### src/rtl/debounce_pkg.sv
// Shared defaults and width helper for the debounce bank.
package debounce_pkg;

   localparam int unsigned DEB_TICK_DIV_DEFAULT = 4096;
   localparam int unsigned DEB_STABLE_DEFAULT   = 128;

   function automatic int unsigned deb_cnt_w(input int unsigned n);
      return $clog2(n + 1);
   endfunction

endpackage

### src/rtl/debounce_chan.sv
// One debounce channel: 2-flop synchroniser, stability counter, clean level
// and registered rise/fall pulses.
module debounce_chan #(
   parameter int unsigned STABLE_SAMPLES = 128,
   parameter int unsigned CNT_W          = 8
) (
   input  logic clk,
   input  logic rst_n,
   input  logic tick,
   input  logic din,
   output logic dout,
   output logic rise,
   output logic fall
);

   logic             s1_q, s1_d;
   logic             s2_q, s2_d;
   logic [CNT_W-1:0] cnt_q, cnt_d;
   logic             dout_q, dout_d;
   logic             rise_q, rise_d;
   logic             fall_q, fall_d;

   always_comb begin
      s1_d   = din;
      s2_d   = s1_q;
      cnt_d  = cnt_q;
      dout_d = dout_q;
      rise_d = 1'b0;
      fall_d = 1'b0;
      if (tick) begin
         // Any sample agreeing with the current level restarts qualification.
         if (s2_q == dout_q) begin
            cnt_d = '0;
         end else if (cnt_q == CNT_W'(STABLE_SAMPLES - 1)) begin
            cnt_d  = '0;
            dout_d = s2_q;
            rise_d = s2_q;
            fall_d = ~s2_q;
         end else begin
            cnt_d = cnt_q + CNT_W'(1);
         end
      end
   end

   always_ff @(posedge clk or negedge rst_n) begin
      if (!rst_n) begin
         s1_q   <= 1'b0;
         s2_q   <= 1'b0;
         cnt_q  <= '0;
         dout_q <= 1'b0;
         rise_q <= 1'b0;
         fall_q <= 1'b0;
      end else begin
         s1_q   <= s1_d;
         s2_q   <= s2_d;
         cnt_q  <= cnt_d;
         dout_q <= dout_d;
         rise_q <= rise_d;
         fall_q <= fall_d;
      end
   end

   assign dout = dout_q;
   assign rise = rise_q;
   assign fall = fall_q;

endmodule

### src/rtl/debounce_bank.sv
// Multi-channel switch debouncer sharing one sample-tick prescaler.
module debounce_bank
   import debounce_pkg::*;
#(
   parameter int unsigned CHANNELS       = 8,
   parameter int unsigned TICK_DIV       = DEB_TICK_DIV_DEFAULT,
   parameter int unsigned STABLE_SAMPLES = DEB_STABLE_DEFAULT
) (
   input  logic                clk,
   input  logic                rst_n,
   input  logic [CHANNELS-1:0] din,
   output logic [CHANNELS-1:0] dout,
   output logic [CHANNELS-1:0] rise,
   output logic [CHANNELS-1:0] fall,
   output logic                any_change
);

   localparam int unsigned CNT_W = deb_cnt_w(STABLE_SAMPLES);
   localparam int unsigned DIV_W = (TICK_DIV > 1) ? $clog2(TICK_DIV) : 1;

   logic [DIV_W-1:0] div_q, div_d;
   logic             tick;

   // With TICK_DIV=1 the counter sits at 0, which is also the terminal value.
   assign tick = (div_q == DIV_W'(TICK_DIV - 1));

   always_comb begin
      div_d = div_q + DIV_W'(1);
      if (tick) begin
         div_d = '0;
      end
   end

   always_ff @(posedge clk or negedge rst_n) begin
      if (!rst_n) begin
         div_q <= '0;
      end else begin
         div_q <= div_d;
      end
   end

   for (genvar i = 0; i < CHANNELS; i++) begin : g_chan
      debounce_chan #(
         .STABLE_SAMPLES(STABLE_SAMPLES),
         .CNT_W         (CNT_W)
      ) u_chan (
         .clk  (clk),
         .rst_n(rst_n),
         .tick (tick),
         .din  (din[i]),
         .dout (dout[i]),
         .rise (rise[i]),
         .fall (fall[i])
      );
   end

   assign any_change = |(rise | fall);

endmodule
### config.mk
export PLATFORM = sky130hd
export DESIGN_NAME = debounce_bank
export DESIGN_NICKNAME = d
export VERILOG_FILES = /design/src/rtl/debounce_pkg.sv /design/src/rtl/debounce_chan.sv /design/src/rtl/debounce_bank.sv
export SDC_FILE = /design/constraint.sdc
export NUM_CORES = 1
export LEC_CHECK = 0
export ABC_AREA = 0
export CORE_MARGIN = 1
export CORE_UTILIZATION = 55
export CTS_BUF_LIST = sky130_fd_sc_hd__clkbuf_8
export CTS_CLUSTER_DIAMETER = 60
export DETAILED_ROUTE_END_ITERATION = 12
export PLACE_DENSITY = 0.75
export REMOVE_ABC_BUFFERS = 1
export SYNTH_ARGS = -nofsm -noshare
export SYNTH_HDL_FRONTEND = slang
export SYNTH_SLANG_ARGS = --single-unit
### constraint.sdc
create_clock -name clk -period 6.1 [get_ports clk]
set_clock_uncertainty 0.1 [all_clocks]
set_input_delay 1.22 -clock clk [delete_from_list [all_inputs] [get_ports clk]]
set_output_delay 1.22 -clock clk [all_outputs]
set_load 0.01 [all_outputs]
# Word level (Yosys, flattened, before mapping)
# Cells that the tools add are included.
# word_totals
ff_bits	116
elab_cells	166
# classes
bitwise_logic	17
eq_ne	17
mux	65
add_sub_neg	9
reduce_logical	9
# ops
cell	n
$mux W8	16
$add A8 B1 Y8 const B	8
$eq A8 B7 Y1 const B	8
$mux W1	48
$reduce_and A3 Y1	8
$not A1 Y1	16
$add A12 B1 Y12 const B	1
$eq A12 B12 Y1 const B	1
$mux W12	1
$eq A1 B1 Y1	8
$or A8 B8 Y8	1
$reduce_or A8 Y1	1

# Logic depth before layout (Yosys ltp)
# Gate-level depths: netlist (run 1).
# logic_depth
depth_word	4
mapped_depth	8
depth_no_buf	5

# By module
# A second synthesis (run 1) with hierarchy kept.
# unflattened
cells_unflattened	497
area_unflattened_um2	5691.7
# by_module_without_submodules
mod	instances	cells_per_inst	area_per_inst_um2	seq_area_each_um2
debounce_chan	8	55	636.9	325.3
debounce_bank	1	57	596.8	300.3

# Least setup slack after synthesis (run 1)
# No wires, ideal clock.
# synth_path
path_type	flip-flop to output port
start	reg g_chan[5].u_chan.rise_q
end	out any_change
stages_incl_launch_ff	3
arrival_time_ns	0.785
slack_ns	3.995
path_buffers	0
cell_sequence	dfrtp_1 -> nor4_1 -> nand4_1
# synth_via
elab_chain_cells	2
# synth_rtl
element	line_no	text
start: declaration	debounce_chan.sv:20	logic rise_q, rise_d;
start signal: assignment	debounce_chan.sv:58	rise_q <= rise_d;
$or A8 B8 Y8	debounce_bank.sv:57	assign any_change = |(rise | fall);
$reduce_or A8 Y1	debounce_bank.sv:57	
end: declaration	debounce_bank.sv:15	output logic any_change
# No other way between the ends.

# Final worst setup path (run 1)
# layout_path
start	reg g_chan[0].u_chan.fall_q
end	out any_change
# layout_via
elab_chain_cells	2
# layout_rtl
element	line_no	text
start: declaration	debounce_chan.sv:21	logic fall_q, fall_d;
start signal: assignment	debounce_chan.sv:59	fall_q <= fall_d;
$or A8 B8 Y8	debounce_bank.sv:57	
$reduce_or A8 Y1	debounce_bank.sv:57	
# No other way between the ends.

==> impl_metrics.toml, run 1 <==
[status]
status = "complete, no violations"

[logic_synthesis]
synth_xor_area_share_pct = 3.39
synth_warnings = 0
ys_seq_area_share_pct = 51.0
syn_avg_cell_area_um2 = 10.2
synth-seq-cells = 116
syn_inst = 556
synth_compound_area_share_pct = 14.8
synth_area_mm2 = 0.00569
synth_top_family_by_area = "simple AND/OR/NAND/NOR gates"
synth.distinct_cells = 51
yosys.area_share.adder_pct = 1.98
synthMuxAreaShare_pct = 1.78
synth_simple_gate_area_share_pct = 22.1

[critical_path]
crit_type = "register to primary output"
crit_chain = "nor4_1 -> nand4_1 -> clkdlybuf4s50_1"
path_buf_inv = 1
critical-path-top-delay-family = "simple AND/OR/NAND/NOR gates"
cp.required_ns = 4.78
slowest_stage = "nor4_1"
slowest_delay_ns = 0.53
critPathCaptureType = "primary output"
cp_max_fo = 2
arrival_ns = 2.01
crit_path_start_kind = "register"

[routing]
first_iter_violations = 229
met2_wirelength_um = 5380
vias_per_cell = 5.95
wl_per_cell_um = 15.5
route.met3.wl_um = 551
drtPass1Iterations = 4
ant_nets = 0
wl_met1_um = 5070
wirelength_um = 11100
drc_errors = 0
via_count = 4275
topRoutingLayerUsed = "met4"

[global_routing]
grt_pass1_vias = 4033
grt-ovfl-total = 0
grt_pass1_wl_um = 19200
grt_max_degree = 65
antenna_found_initial = 0
grt_use_total_pct = 22.4

[final_layout]
area_growth_pct = 13.3
drive_gt1_share_pct = 9.39
fillers = 768
n_antenna_cell = 0
layout_commonest_cell = "dfrtp_1"
final_area_mm2 = 0.00645
layout_common_cells = "116 x dfrtp_1, 60 x nand2_1, 60 x o21ai_0"
final_nets = 592
fin_util_pct = 65.1

[sta]
layout_min_cycle_time_ns = 3.33
setup-tns-final_ns = 0
rsz0062_at_grt = "no"
relSlewSlack_pct = 32.8
setup_viol = 0
hold_viol_final = 0
drv_slew = 0
worst_pin_slew_ns = 1.00
max_freq_mhz = 301
finalCritPeriodShare_pct = 54.5

[placed_design]
portBuffers = 34
post_dp_cell_area_mm2 = 0.00595
gp_congestion = 0.824
hpwl_um = 7440

[clock_network]
cts_tree = "built"
postCtsHoldBufs = 0
post_cts_buffers = 0
cts_htree_levels = 4
root_buffer = "clkbuf_8"
clock_latency_ns = 0.43
cts_resized = 0
path_clk_slew_ns = 0.07
max-clock-path-buffers = 2
cts_inserted_buffers = 17
clock_sinks = 116

[power_and_ir_drop]
vdd_ir_drop_max_mv = 0.195
p_total_w = 0.00170
p_per_area_mw_per_mm2 = 263
power_leakage_nw = 2.81

[floorplanning]
initial_core_util_pct = 57.4
die_h_um = 104
die_w_um = 104
dieArea_mm2 = 0.0108
io_pins = 35
coreArea_mm2 = 0.00991
num_rows = 36

[min_path]
hp-class = "register to register"

[job]
cap_violations = 0
## metrics by stage
stage,instances,hold WS (ns),setup WS (ns)
floorplan,517,0.231,3.64
global placement,687,0.233,3.25
detailed placement,687,0.235,3.24
CTS,719,0.245,2.75
global route,719,0.253,2.67
finish,719,0.242,2.77
## layout make-up
cell class / count / area [um^2] / share of cell area [%]
repair buffers: 37 / 360 / 5.59
flip-flops and latches: 116 / 2900 / 45.0
inverters: 3 / 11.3 / 0.175
clock buffers: 19 / 262 / 4.06
well taps: 133 / 166 / 2.58
clock inverters: 13 / 236 / 3.67
multi-input cells: 398 / 2510 / 38.9
## registers in the layout, indices dropped and copies added (netlist names)
signal               flops
div_q                   12
g_chan.u_chan.cnt_q     64
g_chan.u_chan.dout       8
g_chan.u_chan.fall       8
g_chan.u_chan.rise       8
g_chan.u_chan.s1_q       8
g_chan.u_chan.s2_q       8
## metal layers
| metal | vias up | global-route usage (%) |
|---|---|---|
| met5 | - | 0 |
| met4 | 0 | 7.45 |
| met3 | 8 | 6.99 |
| met2 | 97 | 35.7 |
| met1 | 2106 | 29.3 |
| li1 | 2064 | - |
## synth_stat cells (all sizes together)
library cell / number / area, um^2
a21boi: 1 / 7.51
a21o: 5 / 37.5
a21oi: 7 / 35.0
a22oi: 2 / 15.0
a2bb2oi: 4 / 35.0
a31o: 1 / 8.76
a31oi: 12 / 75.1
a41oi: 1 / 8.76
and2: 5 / 31.3
and3: 10 / 62.6
and4: 7 / 63.8
and4b: 2 / 20.0
buf: 31 / 239
clkbuf: 8 / 30.0
dfrtp: 116 / 2900
ha: 9 / 113
inv: 3 / 11.3
mux2: 8 / 101
nand2: 60 / 225
nand2b: 9 / 56.3
nand3: 47 / 235
nand4: 8 / 65.1
nand4b: 6 / 52.6
nor2: 21 / 78.8
nor3: 7 / 35.0
nor3b: 16 / 120
nor4: 6 / 52.6
nor4bb: 1 / 10.0
o21a: 1 / 7.51
o21ai: 62 / 310
o22ai: 1 / 6.26
o2bb2ai: 4 / 35.0
o311a: 3 / 30.0
o31a: 4 / 35.0
o31ai: 18 / 135
o41ai: 7 / 61.3
or2: 8 / 52.6
or3: 12 / 90.1
or4: 1 / 7.51
xnor2: 12 / 105
xor2: 10 / 87.6
## where the power goes
part           switching, W  total (W)  internal (W)
Combinational     0.0000262  0.0000396     0.0000134
Sequential       0.00000500   0.000780      0.000775
Clock              0.000295   0.000879      0.000584
Total              0.000326    0.00170       0.00137
## path summary, 6_finish.rpt
path	to	cells after the start	slack (ns)	from
max	any_change	3	2.77	g_chan[0].u_chan.fall
min	g_chan[4].u_chan.s2_q	0	0.24	g_chan[4].u_chan.s1_q
max reg2reg	g_chan[4].u_chan.dout	6	3.31	div_q[0]
min reg2reg	g_chan[4].u_chan.s2_q	0	0.24	g_chan[4].u_chan.s1_q
max in group asynchronous	div_q[2]	2	3.97	rst_n
min in group asynchronous	g_chan[0].u_chan.cnt_q[4]	1	0.76	rst_n
## cells by family after synthesis
logic type | after synthesis
xor gates and xnor gates | 22
buffers and inverters | 42
muxes | 8
and+or+nand+nor | 226
DFF | 116
AOI/OAI and AO/OA | 133
adders and majority gates | 9
(Power assumes the default switching activity.)
==> run 2: changes to the inputs <==
- PLACE_DENSITY: 0.75 -> 0.78
- clock period: 6.1 -> 2.95 ns (I/O delays scaled with it)
==> run 2 against run 1 <==
Net effect: via count rose by 1.4%; sequential share of layout area fell by 0.41 points; clock-buffer cell count decreased by 1; clock power up 100%; critical endpoint unchanged; non-clock buffer count is 8 higher; worst hold slack better by 0.0081 ns; routed wire length up 2.8%; sequential power increased by 110%; setup slack got worse by 2.5 ns; largest power group unchanged; flip-flop and latch count unchanged; power grew 100%.
==> impl_metrics.toml, run 2 (same netlist as run 1, synthesis figures left out) <==
[final_layout]
regMostFlops = "g_chan.u_chan.cnt_q"
layout_commonest_cell = "dfrtp_1"
top_regs = "g_chan.u_chan.cnt_q x64, div_q x12"
area_growth_pct = 14.3
layout_common_cells = "116 x dfrtp_1, 60 x nand2_1, 60 x o21ai_0"
n_antenna_cell = 0
largest_reg_flops = 64
final_nets = 600
fin_util_pct = 65.7
drive_gt1_share_pct = 10.8

[critical_path]
crit_chain = "nor4_1 -> nand4_1 -> clkdlybuf4s50_1"
path_buf_inv = 1
critPathCaptureType = "primary output"
critical-path-top-delay-family = "simple AND/OR/NAND/NOR gates"
cp_max_fo = 2
arrival_ns = 2.02
path_depth = 3
crit_type = "register to primary output"
reg2regPathDepth = 6
cp.required_ns = 2.26
slowest_stage = "nor4_1"
crit_path_start_kind = "register"
slowest_delay_ns = 0.54

[power_and_ir_drop]
p_total_w = 0.00346
vdd_ir_drop_max_mv = 0.648
switching_share_pct = 20.8
comb_power_share_pct = 2.5
pwr-share-clk_pct = 50.9
power_frac_seq_pct = 46.6
p_int_w = 0.00274
p_per_area_mw_per_mm2 = 532
switchingPower_w = 0.000718
power_leakage_nw = 2.83

[clock_network]
cts_inserted_buffers = 17
root_buffer = "clkbuf_8"
clock_latency_ns = 0.44
clock_sinks = 116
path_clk_slew_ns = 0.07
cts_htree_levels = 4
max-clock-path-buffers = 2
cts_tree = "built"
post_cts_buffers = 0

[routing]
drtPass1Iterations = 5
wl_per_cell_um = 15.7
vias_per_cell = 5.96
via_count = 4335
ant_nets = 0
first_iter_violations = 203
drc_errors = 0
wirelength_um = 11400

[floorplanning]
dieArea_mm2 = 0.0108
initial_core_util_pct = 57.4
num_rows = 36
die_h_um = 104
io_pins = 35
die_w_um = 104
coreArea_mm2 = 0.00991

[sta]
rsz0062_at_grt = "no"
setup-tns-final_ns = 0
drv_slew = 0
hold_viol_final = 0
setup_viol = 0
layout_min_cycle_time_ns = 2.71
finalCritPeriodShare_pct = 91.7
max_freq_mhz = 370
worst_pin_slew_ns = 0.694
relSlewSlack_pct = 53.7

[global_routing]
grt-ovfl-total = 0
grt_pass1_vias = 4269
antenna_found_initial = 0
grt_pass1_wl_um = 19700
grt_max_degree = 57
grt_use_total_pct = 23.0

[min_path]
hp-class = "register to register"
hold_path_depth = 0

[placed_design]
hpwl_um = 7690
gp_congestion = 0.857
portBuffers = 34

[job]
cap_violations = 0

[status]
status = "complete, no violations"
==> run 2: cell types whose count changed in the layout (fill, tap and decap cells not counted), sizes merged <==
cell / delta
buf: +7
clkinvlp: +3
inv: -2
bufinv: -1
clkbuf: -1
clkinv: +1
dlygate4sd3: +1
==> run 2: final cells by class <==
type,count,area [um^2]
sequential,116,2900
tap,133,166
multi-input combinational,398,2510
fill,781,3400
clock inverter,14,234
inverter,3,11.3
clock buffer,18,248
timing repair buffer,45,435
==> run 2: path summary, 6_finish.rpt <==
check,startpoint,to,slack (ns)
setup / recovery,g_chan[0].u_chan.rise,any_change,0.24
hold / removal,g_chan[3].u_chan.s1_q,g_chan[3].u_chan.s2_q,0.25
setup reg to reg,div_q[0],g_chan[0].u_chan.cnt_q[3],0.44
hold reg to reg,g_chan[3].u_chan.s1_q,g_chan[3].u_chan.s2_q,0.25
max in group asynchronous,rst_n,g_chan[1].u_chan.cnt_q[4],1.37
min in group asynchronous,rst_n,g_chan[5].u_chan.cnt_q[7],0.44
==> run 2: metrics by stage <==
step	worst slack (ns)	instances	area, um^2	hold slack, ns
floorplan	0.489	517	5420	0.194
global placement	0.606	694	6010	0.232
detailed placement	0.438	694	6010	0.235
CTS	0.168	727	6510	0.253
global route	0.102	727	6510	0.257
finish	0.244	727	6510	0.250
==> run 2: power groups by stage <==
stage	logic (W)	clock network, W	registers [W]
after global routing	0.000100	0.00186	0.00161
after floorplan	0.0000322	0	0.00164
after CTS	0.0000899	0.00180	0.00161
final	0.0000871	0.00176	0.00161
after detailed placement	0.0000879	0	0.00164
after global placement	0.0000856	0	0.00164
==> run 2: repair_timing <==
action	CTS	global route
hold buffers	1	0
hold endpoints to repair	10	0
endpoints found under the setup margin	0	0
resized for setup	0	0
==> run 2: per-layer routing <==
| metal | vias up | wire (um) | share of wire [%] | track usage [%] |
|---|---|---|---|---|
| met4 | 0 | 179 | 1.6 | 9.69 |
| met5 | - | 0 | 0 | 0 |
| met2 | 104 | 5520 | 48 | 37.8 |
| met3 | 18 | 682 | 6.0 | 6.80 |
| met1 | 2122 | 5040 | 44 | 28.4 |
| li1 | 2091 | - | - | - |
